## src/rtl/reglk_wr_ctrl.sv

```systemverilog
// Register-lock write controller: sticky lock entries, global lock, JTAG key-check unlock window.
// Optional fail counter / terminal lockout enabled by defining REGLK_LOCKOUT_EN.
module reglk_wr_ctrl #(
  parameter int          NUM_ENTRIES = 6,
  parameter logic [31:0] UNLOCK_KEY  = 32'hA5C3_0F1E,
  parameter int          UNLOCK_WIN  = 16,
  parameter int          MAX_FAILS   = 3
) (
  input  logic                        clk_i,
  input  logic                        rst_low,
  input  logic                        req_i,
  input  logic                        we_i,
  input  logic [2:0]                  addr_i,
  input  logic [31:0]                 wdata_i,
  output logic                        gnt_o,
  output logic                        rvalid_o,
  output logic [31:0]                 rdata_o,
  output logic                        err_o,
  input  logic                        jtag_unlock_i,
  input  logic [31:0]                 jtag_key_i,
  output logic [NUM_ENTRIES-1:0][31:0] reglk_mem_o,
  output logic                        unlocked_o,
  output logic                        lockout_o
);

  typedef enum logic [1:0] {IDLE, KEY_CHECK, UNLOCKED, LOCKOUT} state_e;

  state_e      state_q, state_d;
  logic [31:0] key_q, key_d;
  logic [7:0]  win_q, win_d;
  logic [NUM_ENTRIES-1:0][31:0] mem_q;

`ifdef REGLK_LOCKOUT_EN
  logic [2:0] fail_q, fail_d;
`else
  logic unused_max_fails;
  assign unused_max_fails = ^3'(MAX_FAILS);
`endif

  always_ff @(posedge clk_i or negedge rst_low) begin
    if (!rst_low) begin
      state_q <= IDLE;
      key_q   <= '0;
      win_q   <= '0;
`ifdef REGLK_LOCKOUT_EN
      fail_q  <= '0;
`endif
    end else begin
      state_q <= state_d;
      key_q   <= key_d;
      win_q   <= win_d;
`ifdef REGLK_LOCKOUT_EN
      fail_q  <= fail_d;
`endif
    end
  end

  always_comb begin
    state_d = state_q;
    key_d   = key_q;
    win_d   = win_q;
`ifdef REGLK_LOCKOUT_EN
    fail_d  = fail_q;
`endif
    case (state_q)
      IDLE: begin
        if (jtag_unlock_i) begin
          key_d   = jtag_key_i;
          state_d = KEY_CHECK;
        end
      end
      KEY_CHECK: begin
        if (key_q == UNLOCK_KEY) begin
          state_d = UNLOCKED;
          win_d   = 8'(UNLOCK_WIN);
`ifdef REGLK_LOCKOUT_EN
          fail_d  = '0;
`endif
        end else begin
`ifdef REGLK_LOCKOUT_EN
          fail_d  = fail_q + 3'd1;
          state_d = (fail_d == 3'(MAX_FAILS)) ? LOCKOUT : IDLE;
`else
          state_d = IDLE;
`endif
        end
      end
      UNLOCKED: begin
        // Strobes are ignored here so a window can never be extended.
        win_d = win_q - 8'd1;
        if (win_q == 8'd1) state_d = IDLE;
      end
      LOCKOUT: ;
      default: state_d = IDLE;
    endcase
  end

  logic        unlocked, glb_lock, addr_ok, wr_en;
  logic [31:0] addr_ext, rd_data;

  assign unlocked = (state_q == UNLOCKED);
  assign glb_lock = mem_q[NUM_ENTRIES-1][31];
  assign addr_ext = 32'(addr_i);
  assign addr_ok  = addr_ext < NUM_ENTRIES;
  assign gnt_o    = req_i && (state_q != KEY_CHECK);
  assign wr_en    = gnt_o && we_i && addr_ok && (unlocked || !glb_lock);

  always_comb begin
    rd_data = '0;
    for (int i = 0; i < NUM_ENTRIES; i++)
      if (addr_ext == i) rd_data = mem_q[i];
  end

  // Inside the window entries are overwritten (clears allowed); otherwise bits only stick.
  for (genvar g = 0; g < NUM_ENTRIES; g++) begin : g_entry
    always_ff @(posedge clk_i or negedge rst_low) begin
      if (!rst_low)                    mem_q[g] <= '0;
      else if (wr_en && addr_ext == g) mem_q[g] <= unlocked ? wdata_i : (mem_q[g] | wdata_i);
    end
  end

  logic        rvalid_q, err_q;
  logic [31:0] rdata_q;

  always_ff @(posedge clk_i or negedge rst_low) begin
    if (!rst_low) begin
      rvalid_q <= 1'b0;
      err_q    <= 1'b0;
      rdata_q  <= '0;
    end else begin
      rvalid_q <= gnt_o;
      err_q    <= gnt_o && (!addr_ok || (we_i && !unlocked && glb_lock));
      rdata_q  <= (gnt_o && !we_i && addr_ok) ? rd_data : 32'd0;
    end
  end

  assign rvalid_o    = rvalid_q;
  assign err_o       = err_q;
  assign rdata_o     = rdata_q;
  assign reglk_mem_o = mem_q;
  assign unlocked_o  = unlocked;
`ifdef REGLK_LOCKOUT_EN
  assign lockout_o   = (state_q == LOCKOUT);
`else
  assign lockout_o   = 1'b0;
`endif

endmodule
```

## config.mk

```make
export PLATFORM = sky130hd
export DESIGN_NAME = reglk_wr_ctrl
export DESIGN_NICKNAME = d
export VERILOG_FILES = /design/src/rtl/reglk_wr_ctrl.sv
export SDC_FILE = /design/constraint.sdc
export NUM_CORES = 1
export LEC_CHECK = 0
export ABC_AREA = 1
export CAP_MARGIN = 20
export CELL_PAD_IN_SITES_DETAIL_PLACEMENT = 1
export CELL_PAD_IN_SITES_GLOBAL_PLACEMENT = 1
export CORE_UTILIZATION = 25
export CTS_CLUSTER_DIAMETER = 60
export CTS_CLUSTER_SIZE = 12
export DETAILED_ROUTE_END_ITERATION = 10
export GPL_TIMING_DRIVEN = 0
export PLACE_DENSITY_LB_ADDON = 0.1
export SLEW_MARGIN = 20
export SYNTH_ARGS = -nofsm -noshare
export SYNTH_HDL_FRONTEND = slang
export SYNTH_SLANG_ARGS = --single-unit
```

## constraint.sdc

```tcl
create_clock -name clk_i -period 2 [get_ports clk_i]
set_input_delay 0.2 -clock clk_i [delete_from_list [all_inputs] [get_ports clk_i]]
set_output_delay 0.2 -clock clk_i [all_outputs]
set_load 0.02 [all_outputs]
```

### Word-level counts from Yosys, hierarchy flattened

Index checks and enable logic that the tools add are counted.

| operators by class | value |
|---|---|
| $add $sub $neg | 1 |
| reductions and logical operators | 28 |
| equality and inequality tests | 13 |
| bitwise operators | 6 |
| muxes and demuxes | 19 |
| order comparisons | 1 |

Operator list:

| operator | number |
|---|---|
| two-way mux 32 bit | 13 |
| bitwise OR 32 bit | 6 |
| == test 32 bit (second input constant) | 1 |
| zero test 32 bit | 1 |
| case mux 8 bit (2 select lines) | 1 |
| logical AND 1 bit | 15 |
| == test 8 x 1 -> 1 bit (second input constant) | 1 |
| two-way mux 8 bit | 1 |
| subtractor 8 x 1 -> 8 bit (second input constant) | 1 |
| == test 3 x 2 -> 1 bit (second input constant) | 2 |
| == test 3 bit (second input constant) | 2 |
| two-way mux 2 bit | 3 |
| case mux 2 bit (3 select lines) | 1 |
| zero test 1 bit | 4 |
| != test 2 x 1 -> 1 bit (second input constant) | 2 |
| != test 2 bit (second input constant) | 2 |
| AND reduction 2 bit | 2 |
| == test 3 x 1 -> 1 bit (second input constant) | 1 |
| less-than comparator 3 bit (second input constant) | 1 |
| AND reduction 3 bit | 1 |
| nonzero test 3 bit | 1 |
| == test 2 x 1 -> 1 bit (second input constant) | 1 |
| == test 2 bit (second input constant) | 1 |
| zero test 2 bit | 1 |
| other kinds (2) | 3 |

| storage, ports and cells | value |
|---|---|
| input port bits | 72 |
| word-level logic and storage cells | 80 |
| bits in registers | 268 |

### Logic depth before layout (Yosys ltp)

Gate-level depths: netlist of the first run.

| logic depth | value |
|---|---|
| word-level depth | 8 |
| mapped depth | 10 |
| depth with buffers taken out | 10 |

### Least setup slack after synthesis of the first run

OpenSTA, ideal clock, no wires.

| timing | value |
|---|---|
| path kind | reg2reg |
| start point | register state_q[0] |
| end point | register mem_q (netlist bit reglk_mem_o[129]) |
| path slack | 0.141 ns |
| period minus slack after synthesis | 1.859 ns |
| arrival time | 1.732 ns |
| cell stages (with the launch flop) | 9 |
| cells stage by stage | dfrtp_1 > inv_1 > ha_1 > nor2_1 > nor2_8 > nand3_2 > nor2_4 > buf_6 > o22ai_1 |

| between the ends | value |
|---|---|
| elaborated cells on any way between the ends | 9 |
| those cells by class | eq/ne: 2; mux: 1; reduce/logical: 6 |

RTL lines:

| item | RTL line | RTL |
|---|---|---|
| start, declared | 28 | `state_e state_q, state_d;` |
| start signal, assigned | 49 | `state_q <= state_d;` |
| == test 2 bit * | 101 | `assign unlocked = (state_q == UNLOCKED);` |
| named net unlocked_o | 22 | `output logic unlocked_o,` |
| logical OR 1 bit | 106 | `assign wr_en = gnt_o && we_i && addr_ok && (unlocked \|\| !glb_lock);` |
| logical AND 1 bit | 106 |  |
| logical AND 1 bit | 118 | `else if (wr_en && addr_ext == g) mem_q[g] <= unlocked ? wdata_i : (mem_q[g] \| wdata_i);` |
| end signal, assigned by index | 118 |  |
| end, declared | 31 | `logic [NUM_ENTRIES-1:0][31:0] mem_q;` |

Mark *: on every way through the listed nets, which the timed path passes. The rest lies on a longest branch.
A chain may end at the register's enable or synchronous reset.

### Worst setup path after layout of the first run

| timing | value |
|---|---|
| start point | register state_q[1] |
| end point | register mem_q (netlist bit reglk_mem_o[116]) |

| between the ends | value |
|---|---|
| longest elaborated chain between the ends | 6 |
| elaborated cells on any way between the ends | 9 |
| those cells by class | eq/ne: 2; mux: 1; reduce/logical: 6 |

Ends and longest elaborated chain:

| item | RTL line | RTL |
|---|---|---|
| != test 2 x 1 -> 1 bit | 105 | `assign gnt_o = req_i && (state_q != KEY_CHECK);` |
| logical AND 1 bit | 105 |  |
| logical AND 1 bit (3 in a row) | 106 |  |
| logical AND 1 bit | 118 |  |

Parallel ways exist; a longest one is shown, timed or not.

==> results.md, run 1 <==
* Largest family of logic cells by synthesized area: compound AO/OA/AOI/OAI gates
* Syn nets at 1332
* Initial antenna violation count at 0
* Max clock buf depth at 3
* GRT overflow at 0
* Clock Latency Late Sink at 0.54 ns
* First-pass GRT wire length at just under 80 mm
* Seq/Total Area, Yosys at about 57%
* PortBufs at between 200 and 300
* Seq cells post-synth at 268
* Ys async rst share at between 90% and 100%
* Min cycle time layout at ~2.0 ns
* Status: finished clean
* Syn_area_per_cell at 9.317 sq um
* Hold_ws at between 0.07 and 0.08 ns
* Final setup TNS at 0 ns
* Top cell type's share of synthesized area at 57.40%
* Dominant cells by area after synthesis: dfrtp_1 57%, o21ai_1 7.9%, o21ai_0 7.3%
* Crit path capture type: flop
* R2R Path End: reglk_mem_o[116]
* H-tree Lvls at 2
* Total GRT Usage at a little over a fifth
* Die W at about 220 um
* Complex-gate fraction of the synthesized area at between 10% and 20%
* R2R Setup Slk at approximately 0.036 ns
* Core box area at between 40000 and 50000 sq um
* Simple-Gate Fraction of Synth Area at 13.91%
* Nets at 1693
* Worst Path Required at approximately 2.4 ns
* Final Setup Violations at 0
* 1st-iter DRT viols at 580
* Die outline area at around 48000 sq um
* DIE HEIGHT at approximately 220 um
* Hold Path Stages at 3
* Clock-pin slew on the worst setup and hold paths at 0.06 ns
* Pin count of the biggest net entering global routing at 92
* Final ANT Viol Nets at 0
* Post-synth EDFFs at 0
* Total CTS buffers at 35
* Critical hold path startpoint: addr_i[1]
* Share of cells above drive strength 1 at between 10% and 20%
* Cell Pwr Density at about 1300 nW/um^2
* Final Cycle Share at 98.18%
* Routed wire length at 52.87 mm
* MaxCap Viol Count at 0
* DR vias at around 11000
* Synth top cells by count: 268 x dfrtp_1, 185 x o21ai_1, 170 x o21ai_0, 141 x nand2_1, 96 x nor2_1
* Worst EP arrival at about 2.4 ns
* DR WL/cell at roughly 24 um
* Placement Setup Slack at -0.5631 ns
* Area of the mapped netlist at approximately 12000 sq um
* Initial core utilization at ~26%
* Critical path type: flop to flop
* F_max at ~510 MHz
* R2R Path Start: state_q[1]
* Vias in the first global route at approximately 12000
* WHS Endpoint: err_o
* DP HPWL at approximately 36 mm
* Mux cell area share after synthesis at under 10%
* Post-synth top flop: dfrtp_1
* Synth-to-Final Area Change at 47.30%
* Final hold violation count at 0
* Hold Path Class: input pin to flop
* Routability Congestion at about 0.77
* RSZ-0062 raised after global routing: yes
* Synth Area in XOR/XNOR at less than 1%
* Worst r2r path cells at 10
* Peak VDD IR at approximately 0.60 mV
* Boundary Pins at about 300
* Max Fanout on Critical Path at 8
* Fin. max-slew vios at 0
* Relative slew margins at 41.37%
* Overall power at around 22 mW
* Leakage power at about 7.4 nW
* Clock skew at between 0.01 and 0.015 ns
* Final setup margin at between 0.03 and 0.04 ns
* Most instantiated library cell after synthesis: dfrtp_1
* Vias per cell at 4.899
* Pre-antenna DRT Iters at 5
* Cell taking the most area after synthesis: dfrtp_1
* Netlist cell types at 33
* Worst-margin pin slew at between 0.8 and 0.9 ns
* Std-Cell Rows at between 70 and 80
* DRC Markers at 0
* CTS tree: done
* Post-Syn Instances at 1254
* Clock Tree Root: clkbuf_16
* Yosys warnings at 0
* Clk sink count at between 200 and 300
* Post-Synth Adder-Cell Area at less than 1%
* Crit start category: flop
## repair_timing
| item | CTS | global route |
|---|---|---|
| hold buffers | 1 | 0 |
| resized for setup | 54 | 94 |
| cloned | 0 | 6 |
| hold endpoints to repair | 98 | 0 |
| setup buffers | 8 | 10 |
| pin swaps | 4 | 11 |
| setup endpoints to repair | 233 | 224 |
## worst max-delay path, stage by stage (launching register included)
cell       delay [ns]
dfrtp_2          0.41
inv_2            0.07
ha_4             0.16
inv_4            0.07
nand2_8          0.08
nor2_8           0.16
buf_12           0.14
nand3_4          0.23
clkbuf_16        0.28
o21ai_1          0.11
o21ai_1          0.10
## final cells by class
| type | count | area (sq um) |
|---|---|---|
| fillers | 5224 | 28560 |
| flip-flops and latches | 268 | 6709 |
| multi-input cells | 806 | 4365 |
| repair buffers | 322 | 3301 |
| clock buffers | 42 | 944.7 |
| well taps | 600 | 750.7 |
| plain buffers | 90 | 564.3 |
| inverters | 92 | 350.3 |
| clock inverters | 18 | 222.7 |
| diodes | 1 | 2.502 |
## power breakdown
part / switching, mW / internal, mW
registers: 1.31 / 6.92
clock network: 2.60 / 3.91
logic: 3.69 / 3.20
## logic make-up after synthesis
logic type               after synthesis
AO/OA/AOI/OAI                        428
XOR/XNOR                               3
adder cells (fa/ha/maj)                6
buffers and inverters                183
flip-flops                           268
multiplexers                          25
other                                  1
AND/OR/NAND/NOR                      340
## cells in the final DEF, fill, tap and decap left out, drive strengths merged
master         instances
conb                   1
clkinvlp               6
dlygate4sd2            1
o22ai                 32
and2                   1
nor2                 102
dlygate4sd3            1
mux2                  25
dfrtp                268
nand4                 65
nand2                144
a21oi                 41
nand3                 28
clkinv                 6
xnor2                  1
inv                   94
bufinv                 4
xor2                   2
buf                   63
nor3                   3
clkdlybuf4s50        294
clkbuf                95
diode                  1
ha                     6
o21ai                355
## state kept, by name, summed over array words and instances, names as in the netlist
name and cells:
err_o 1, key_q 32, rdata_o 32, reglk_mem_o 192
rvalid_o 1, state_q 2, win_q 8
## worst max-delay path by stage
stage | cells past startpoint | slack [ns] | from | endpoint
detailed placement | 8 | -0.56 | state_q[1] | rdata_o[24]
CTS | 8 | 0.002 | state_q[1] | rdata_o[24]
floorplan | 8 | 0.14 | state_q[0] | reglk_mem_o[129]
global route | 10 | -0.05 | state_q[1] | reglk_mem_o[116]
global placement | 1 | -12.08 | rst_low | rdata_o[24]
finish | 10 | 0.04 | state_q[1] | reglk_mem_o[116]
## through the flow
step | util, % | cell area (sq um) | cells
4_1_cts | 36.85 | 16860 | 2223
3_3_place_gp | 33.66 | 15410 | 2151
3_5_place_dp | 33.85 | 15490 | 2154
5_1_grt | 37.60 | 17210 | 2238
2_1_floorplan | - | 11680 | 1254
6_report | 37.60 | 17210 | 2239
## metal layers
metal	up-vias	global-route usage, %	share of wire, %
li1	5057	-	-
met1	5559	29.46	45
met2	292	35.16	47
met3	61	5.066	6.3
met4	0	6.270	1.9
met5	-	0	0
Power figures use the tool's default switching activity.
==> inputs of run 2 (changes only) <==
Settings changed: REMOVE_ABC_BUFFERS set to 1.
==> results.md, run 2 (synthesis results as in run 1) <==
* Status: finished clean
* Final hold violation count at 0 (unchanged)
* 1st-iter DRT viols at 711 (+23%)
* Placement Setup Slack at -2.001 ns (-1.438 ns)
* Total CTS buffers at 35 (unchanged)
* H-tree Lvls at 2 (unchanged)
* Peak VDD IR at 0.5355 mV (-10%)
* Crit start category: flop
* Hold Path Stages at 3 (unchanged)
* Share of cells above drive strength 1 at 14.62% (+0.70 points)
* Pre-antenna DRT Iters at 4 (-1)
* Synth-to-Final Area Change at 55.27%
* Clock skew at 0.01565 ns (+0.002832 ns)
* Die outline area at 47600 sq um (unchanged)
* Relative slew margins at 64.87% (+23 points)
* Max clock buf depth at 3 (unchanged)
* Fin. max-slew vios at 0 (unchanged)
* Switching fraction of total power at 35.42% (+0.26 points)
* Non-Filler Instances at 2236 (-0.13%)
* Boundary Pins at 301 (unchanged)
* Placed Cells at 2080 (-3.4%)
* Final setup TNS at 0 ns (unchanged)
* Most frequent cells in the layout: 293 x clkdlybuf4s50_1, 268 x dfrtp_1, 186 x o21ai_1
* DR vias at 11400 (+3.9%)
* Comb pwr share at 33.6% (+1.7 points)
* Pin count of the biggest net entering global routing at 124 (+35%)
* Int Pwr at 14.31 mW (+2.0%)
* GRT overflow at 0 (unchanged)
* Initial core utilization at 25.53% (unchanged)
* P_sw at 7.845 mW (+3.1%)
* R2R Setup Slk at 0.04 ns (about the same)
* Std-Cell Rows at 78 (unchanged)
* Hold Path Class: input pin to flop
* DRC Markers at 0 (unchanged)
* Final ANT Viol Nets at 0 (unchanged)
* Routed wire length at 60.45 mm (+14%)
* RSZ-0062 raised after global routing: yes
* Clock Latency Late Sink at 0.55 ns (about the same)
* Leakage power at 7.707 nW (+4.3%)
* Worst-margin pin slew at 0.5270 ns (-0.3524 ns)
* Worst r2r path cells at 10 (unchanged)
* Sequential power share at 36.2% (-1.8 points)
* Max Fanout on Critical Path at 8 (unchanged)
* Final setup margin at 0.03503 ns (-0.001363 ns)
* Clk sink count at 268 (unchanged)
* Initial antenna violation count at 2 (+2)
* CTS tree: done
* Clock-pin slew on the worst setup and hold paths at 0.06 ns (about the same)
* Most common cell after layout, fill and taps aside: clkdlybuf4s50_1
* PortBufs at 299 (+0.67%)
* Worst EP arrival at 2.42 ns (+0.05 ns)
* Core box area at 45770 sq um (unchanged)
* DIE HEIGHT at 218.2 um (unchanged)
* DR WL/cell at 27.03 um (+15%)
* F_max at 508.9 MHz (about the same)
* Max reg flops at 192 (unchanged)
* Min cycle time layout at 1.965 ns (+0.001363 ns)
* Worst Path Required at 2.46 ns (+0.05 ns)
* Clock Tree Root: clkbuf_16
* Vias per cell at 5.098 (+4.1%)
* Die W at 218.2 um (unchanged)
* Total GRT Usage at 25.27% (+3.3 points)
* Crit path capture type: flop
* First-pass GRT wire length at 86.04 mm (+12%)
* Clock power frac at 30.2% (about the same)
* MaxCap Viol Count at 0 (unchanged)
* Routability Congestion at 0.7232 (-6.5%)
* Final Setup Violations at 0 (unchanged)
* Nets at 1689 (-0.24%)
* Critical path type: flop to flop
* Vias in the first global route at 11850 (+2.4%)
* Final Cycle Share at 98.25% (about the same)
* DP HPWL at 30.44 mm (-15%)
* Cell Pwr Density at 1221 nW/um^2 (-2.9%)
[run 2: changes by cell type in the layout (fill, tap and decap cells not counted), sizes merged]
cell / before / now
buf: 63 / 92
clkdlybuf4s15: 0 / 1
clkinv: 6 / 8
nand3: 28 / 41
nor2: 102 / 105
bufinv: 4 / 6
clkdlybuf4s50: 294 / 293
bufbuf: 0 / 1
clkbuf: 95 / 42
[run 2: worst max-delay path: stages (launching register included)]
cell	delay [ns]
dfrtp_1	0.39
buf_4	0.16
ha_4	0.17
nor2_4	0.21
nor2_4	0.06
buf_12	0.16
nand3_4	0.12
nor2_4	0.05
buf_12	0.15
bufbuf_16	0.29
o22ai_1	0.11
[run 2: power by group through the flow]
stage          clock (mW)  combinational, mW  sequential [mW]
2_1_floorplan           0               1.82             9.27
3_3_place_gp            0               6.67             8.10
3_5_place_dp            0               6.86             8.12
4_1_cts              6.85               7.51             8.04
5_1_grt              7.02               7.98             8.24
6_report             6.68               7.44             8.03
[run 2: path summary, 6_finish.rpt]
check / end / startpoint
setup / recovery: reglk_mem_o[159] / state_q[1]
hold reg to reg: key_q[8] / key_q[8]
min in group asynchronous: reglk_mem_o[25] / rst_low
max in group asynchronous: reglk_mem_o[22] / rst_low
setup reg to reg: reglk_mem_o[159] / state_q[1]
hold / removal: err_o / addr_i[2]
[run 2: per-stage QoR]
stage                     instance area, sq um  total power, mW  hold slack (ns)  utilization [%]
after floorplan                          11250            11.09         -0.09559                -
final                                    18140            22.15           0.1011            39.63
after CTS                                18020            22.40           0.1120            39.38
after global placement                   14990            14.78           0.4878            32.75
after global routing                     18140            23.24           0.1069            39.63
after detailed placement                 15420            14.99           0.1116            33.69
[run 2: routing by layer]
layer	vias up	GRT usage [%]	share of wire [%]	routed length, um
met2	366	42.31	49	29400
met3	85	4.676	5.5	3311
met4	2	8.089	3.0	1808
met1	5878	32.75	43	25920
met5	-	0	0.018	11
li1	5068	-	-	-
[run 2: timing repair]
action,in CTS,in global routing
resized for setup,51,9
pin swaps,27,5
hold endpoints to repair,105,0
hold buffers,1,0
buffers inserted,68,3
gates cloned,21,1
setup endpoints to repair,234,152
[run 2: area by class of cell]
class / count / area, sq um
Inverter: 92 / 386.6
Timing Repair Buffer: 392 / 4457
Tap cell: 600 / 750.7
Sequential cell: 268 / 6706
Clock inverter: 22 / 276.5
Fill cell: 5122 / 27630
Antenna cell: 1 / 2.502
Clock buffer: 39 / 922.1
Multi-Input combinational cell: 822 / 4639
==> inputs of run 3 (changes only) <==
Settings changed: CAP_MARGIN 20 to not set.
==> results.md, run 3 (synthesis results as in run 1) <==
* Critical path type: flop to flop
* Cell area after layout at 17980 sq um (-0.90%)
* Placed Cells at 2079 (-0.048%)
* Initial core utilization at 25.53% (unchanged)
* Synth-to-Final Area Change at 53.88%
* Cell Pwr Density at 1197 nW/um^2 (-2.0%)
* Clock Tree Root: clkbuf_16
* Status: finished clean
* Crit path capture type: flop
* Setup crit end: reglk_mem_o[159]
* Nets at 1688 (-0.059%)
* Fin. max-slew vios at 0 (unchanged)
* Pin count of the biggest net entering global routing at 124 (unchanged)
* Clock-pin slew on the worst setup and hold paths at 0.06 ns (about the same)
* R2R Path End: reglk_mem_o[159]
* Final Setup Violations at 0 (unchanged)
* Die W at 218.2 um (unchanged)
* Leakage power at 7.644 nW (-0.82%)
* Vias in the first global route at 11860 (+0.025%)
* Clock skew at 0.02009 ns (+0.004434 ns)
* Most common cell after layout, fill and taps aside: clkdlybuf4s50_1
* DR WL/cell at 27.08 um (+0.15%)
* DIE HEIGHT at 218.2 um (unchanged)
* Most frequent cells in the layout: 293 x clkdlybuf4s50_1, 268 x dfrtp_1, 187 x o21ai_1
* CTS tree: done
* Relative slew margins at 54.87% (-10 points)
* First-pass GRT wire length at 85.70 mm (-0.40%)
* H-tree Lvls at 2 (unchanged)
* Max reg flops at 192 (unchanged)
* Share of cells above drive strength 1 at 14.41% (-0.21 points)
* Min cycle time layout at 1.980 ns (+0.01522 ns)
* DRC Markers at 0 (unchanged)
* PortBufs at 299 (unchanged)
* F_max at 505.0 MHz (-0.77%)
* Final setup TNS at 0 ns (unchanged)
* Placed cell areas at 15390 sq um (-0.18%)
* Final hold violation count at 0 (unchanged)
* Initial antenna violation count at 3 (+1)
* Pre-antenna DRT Iters at 4 (unchanged)
* R2R Path Start: state_q[1]
* Total GRT Usage at 25.14% (-0.13 points)
* Worst r2r path cells at 10 (unchanged)
* Clock Latency Late Sink at 0.55 ns (about the same)
* Worst Path Required at 2.46 ns (about the same)
* Hold Path Class: input pin to async pin
* Crit start category: flop
* Worst-margin pin slew at 0.6769 ns (+0.1499 ns)
* Post-layout util at 39.28% (-0.36 points)
* Max clock buf depth at 3 (unchanged)
* Std-Cell Rows at 78 (unchanged)
* 1st-iter DRT viols at 541 (-24%)
* Vias per cell at 5.066 (-0.62%)
* Routability Congestion at 0.7232 (unchanged)
* Worst EP arrival at 2.44 ns (+0.02 ns)
* Die outline area at 47600 sq um (unchanged)
* Max Fanout on Critical Path at 8 (unchanged)
* Final ANT Viol Nets at 0 (unchanged)
* Peak VDD IR at 0.6209 mV (+16%)
* MaxCap Viol Count at 0 (unchanged)
* DP HPWL at 30.28 mm (-0.54%)
* Boundary Pins at 301 (unchanged)
* Non-Filler Instances at 2233 (-0.13%)
* GRT overflow at 0 (unchanged)
* Core box area at 45770 sq um (unchanged)
* Routed wire length at 60.46 mm (about the same)
* Total CTS buffers at 34 (-2.9%)
* Critical path origin: state_q[1]
* R2R Setup Slk at 0.02 ns (-0.02 ns)
* Clk sink count at 268 (unchanged)
* Final Cycle Share at 99.01% (+0.76 points)
* DR vias at 11310 (-0.75%)
[run 3: how the worst min path moves through the flow]
stage / start / cells past startpoint / endpoint
finish: rst_low / 2 / reglk_mem_o[25]
global route: rst_low / 2 / reglk_mem_o[25]
global placement: key_q[24] / 1 / key_q[24]
floorplan: rst_low / 0 / err_o
detailed placement: rst_low / 1 / reglk_mem_o[121]
CTS: rst_low / 2 / reglk_mem_o[25]
[run 3: layer usage]
metal / vias to the layer above / wire, um / GRT usage, % / share of wire (%)
met5: - / 10 / 0 / 0.017
met4: 2 / 1852 / 8.531 / 3.1
met3: 96 / 3573 / 5.331 / 5.9
met2: 356 / 29280 / 41.59 / 48
met1: 5796 / 25740 / 32.39 / 43
li1: 5063 / - / - / -
[run 3: stage by stage]
| step | power (mW) | setup WS (ns) | hold slack [ns] |
|---|---|---|---|
| after CTS | 21.69 | 0.01337 | 0.1221 |
| after detailed placement | 14.99 | -2.015 | 0.1136 |
| after global placement | 14.78 | -12.09 | 0.4878 |
| final | 21.51 | 0.01981 | 0.1454 |
| after floorplan | 11.09 | -0.4423 | -0.09559 |
| after global routing | 22.59 | -0.006295 | 0.1520 |
[run 3: cell type report]
cell class	count	area, sq um
Clock buffer	43	955.9
Fill cell	5096	27790
Inverter	92	386.6
Timing Repair Buffer	392	4417
Antenna cell	2	5.005
Tap cell	600	750.7
Clock inverter	14	118.9
Multi-Input combinational cell	821	4629
Timing Repair inverter	1	8.758
Sequential cell	268	6706
[run 3: timing repair]
item / 4_1_cts / 5_1_grt
gates cloned: 19 / 3
resized for setup: 44 / 15
endpoints found under the hold margin: 105 / 0
pin swaps: 23 / 8
buffers inserted: 58 / 14
hold buffers: 1 / 0
setup endpoints to repair: 234 / 138
[run 3: report_power, final]
group | internal [mW] | switching, mW
combinational | 3.35 | 4.04
clock | 3.53 | 2.57
sequential | 6.92 | 1.11
total | 13.8 | 7.72
[run 3: critical path, stage by stage, from the launching register on]
cell	delay, ns
dfrtp_1	0.39
buf_4	0.16
ha_4	0.20
nor2_4	0.26
nor2_4	0.07
buf_4	0.18
nand3_4	0.13
nor2_4	0.06
buf_12	0.16
clkbuf_16	0.18
o22ai_1	0.11
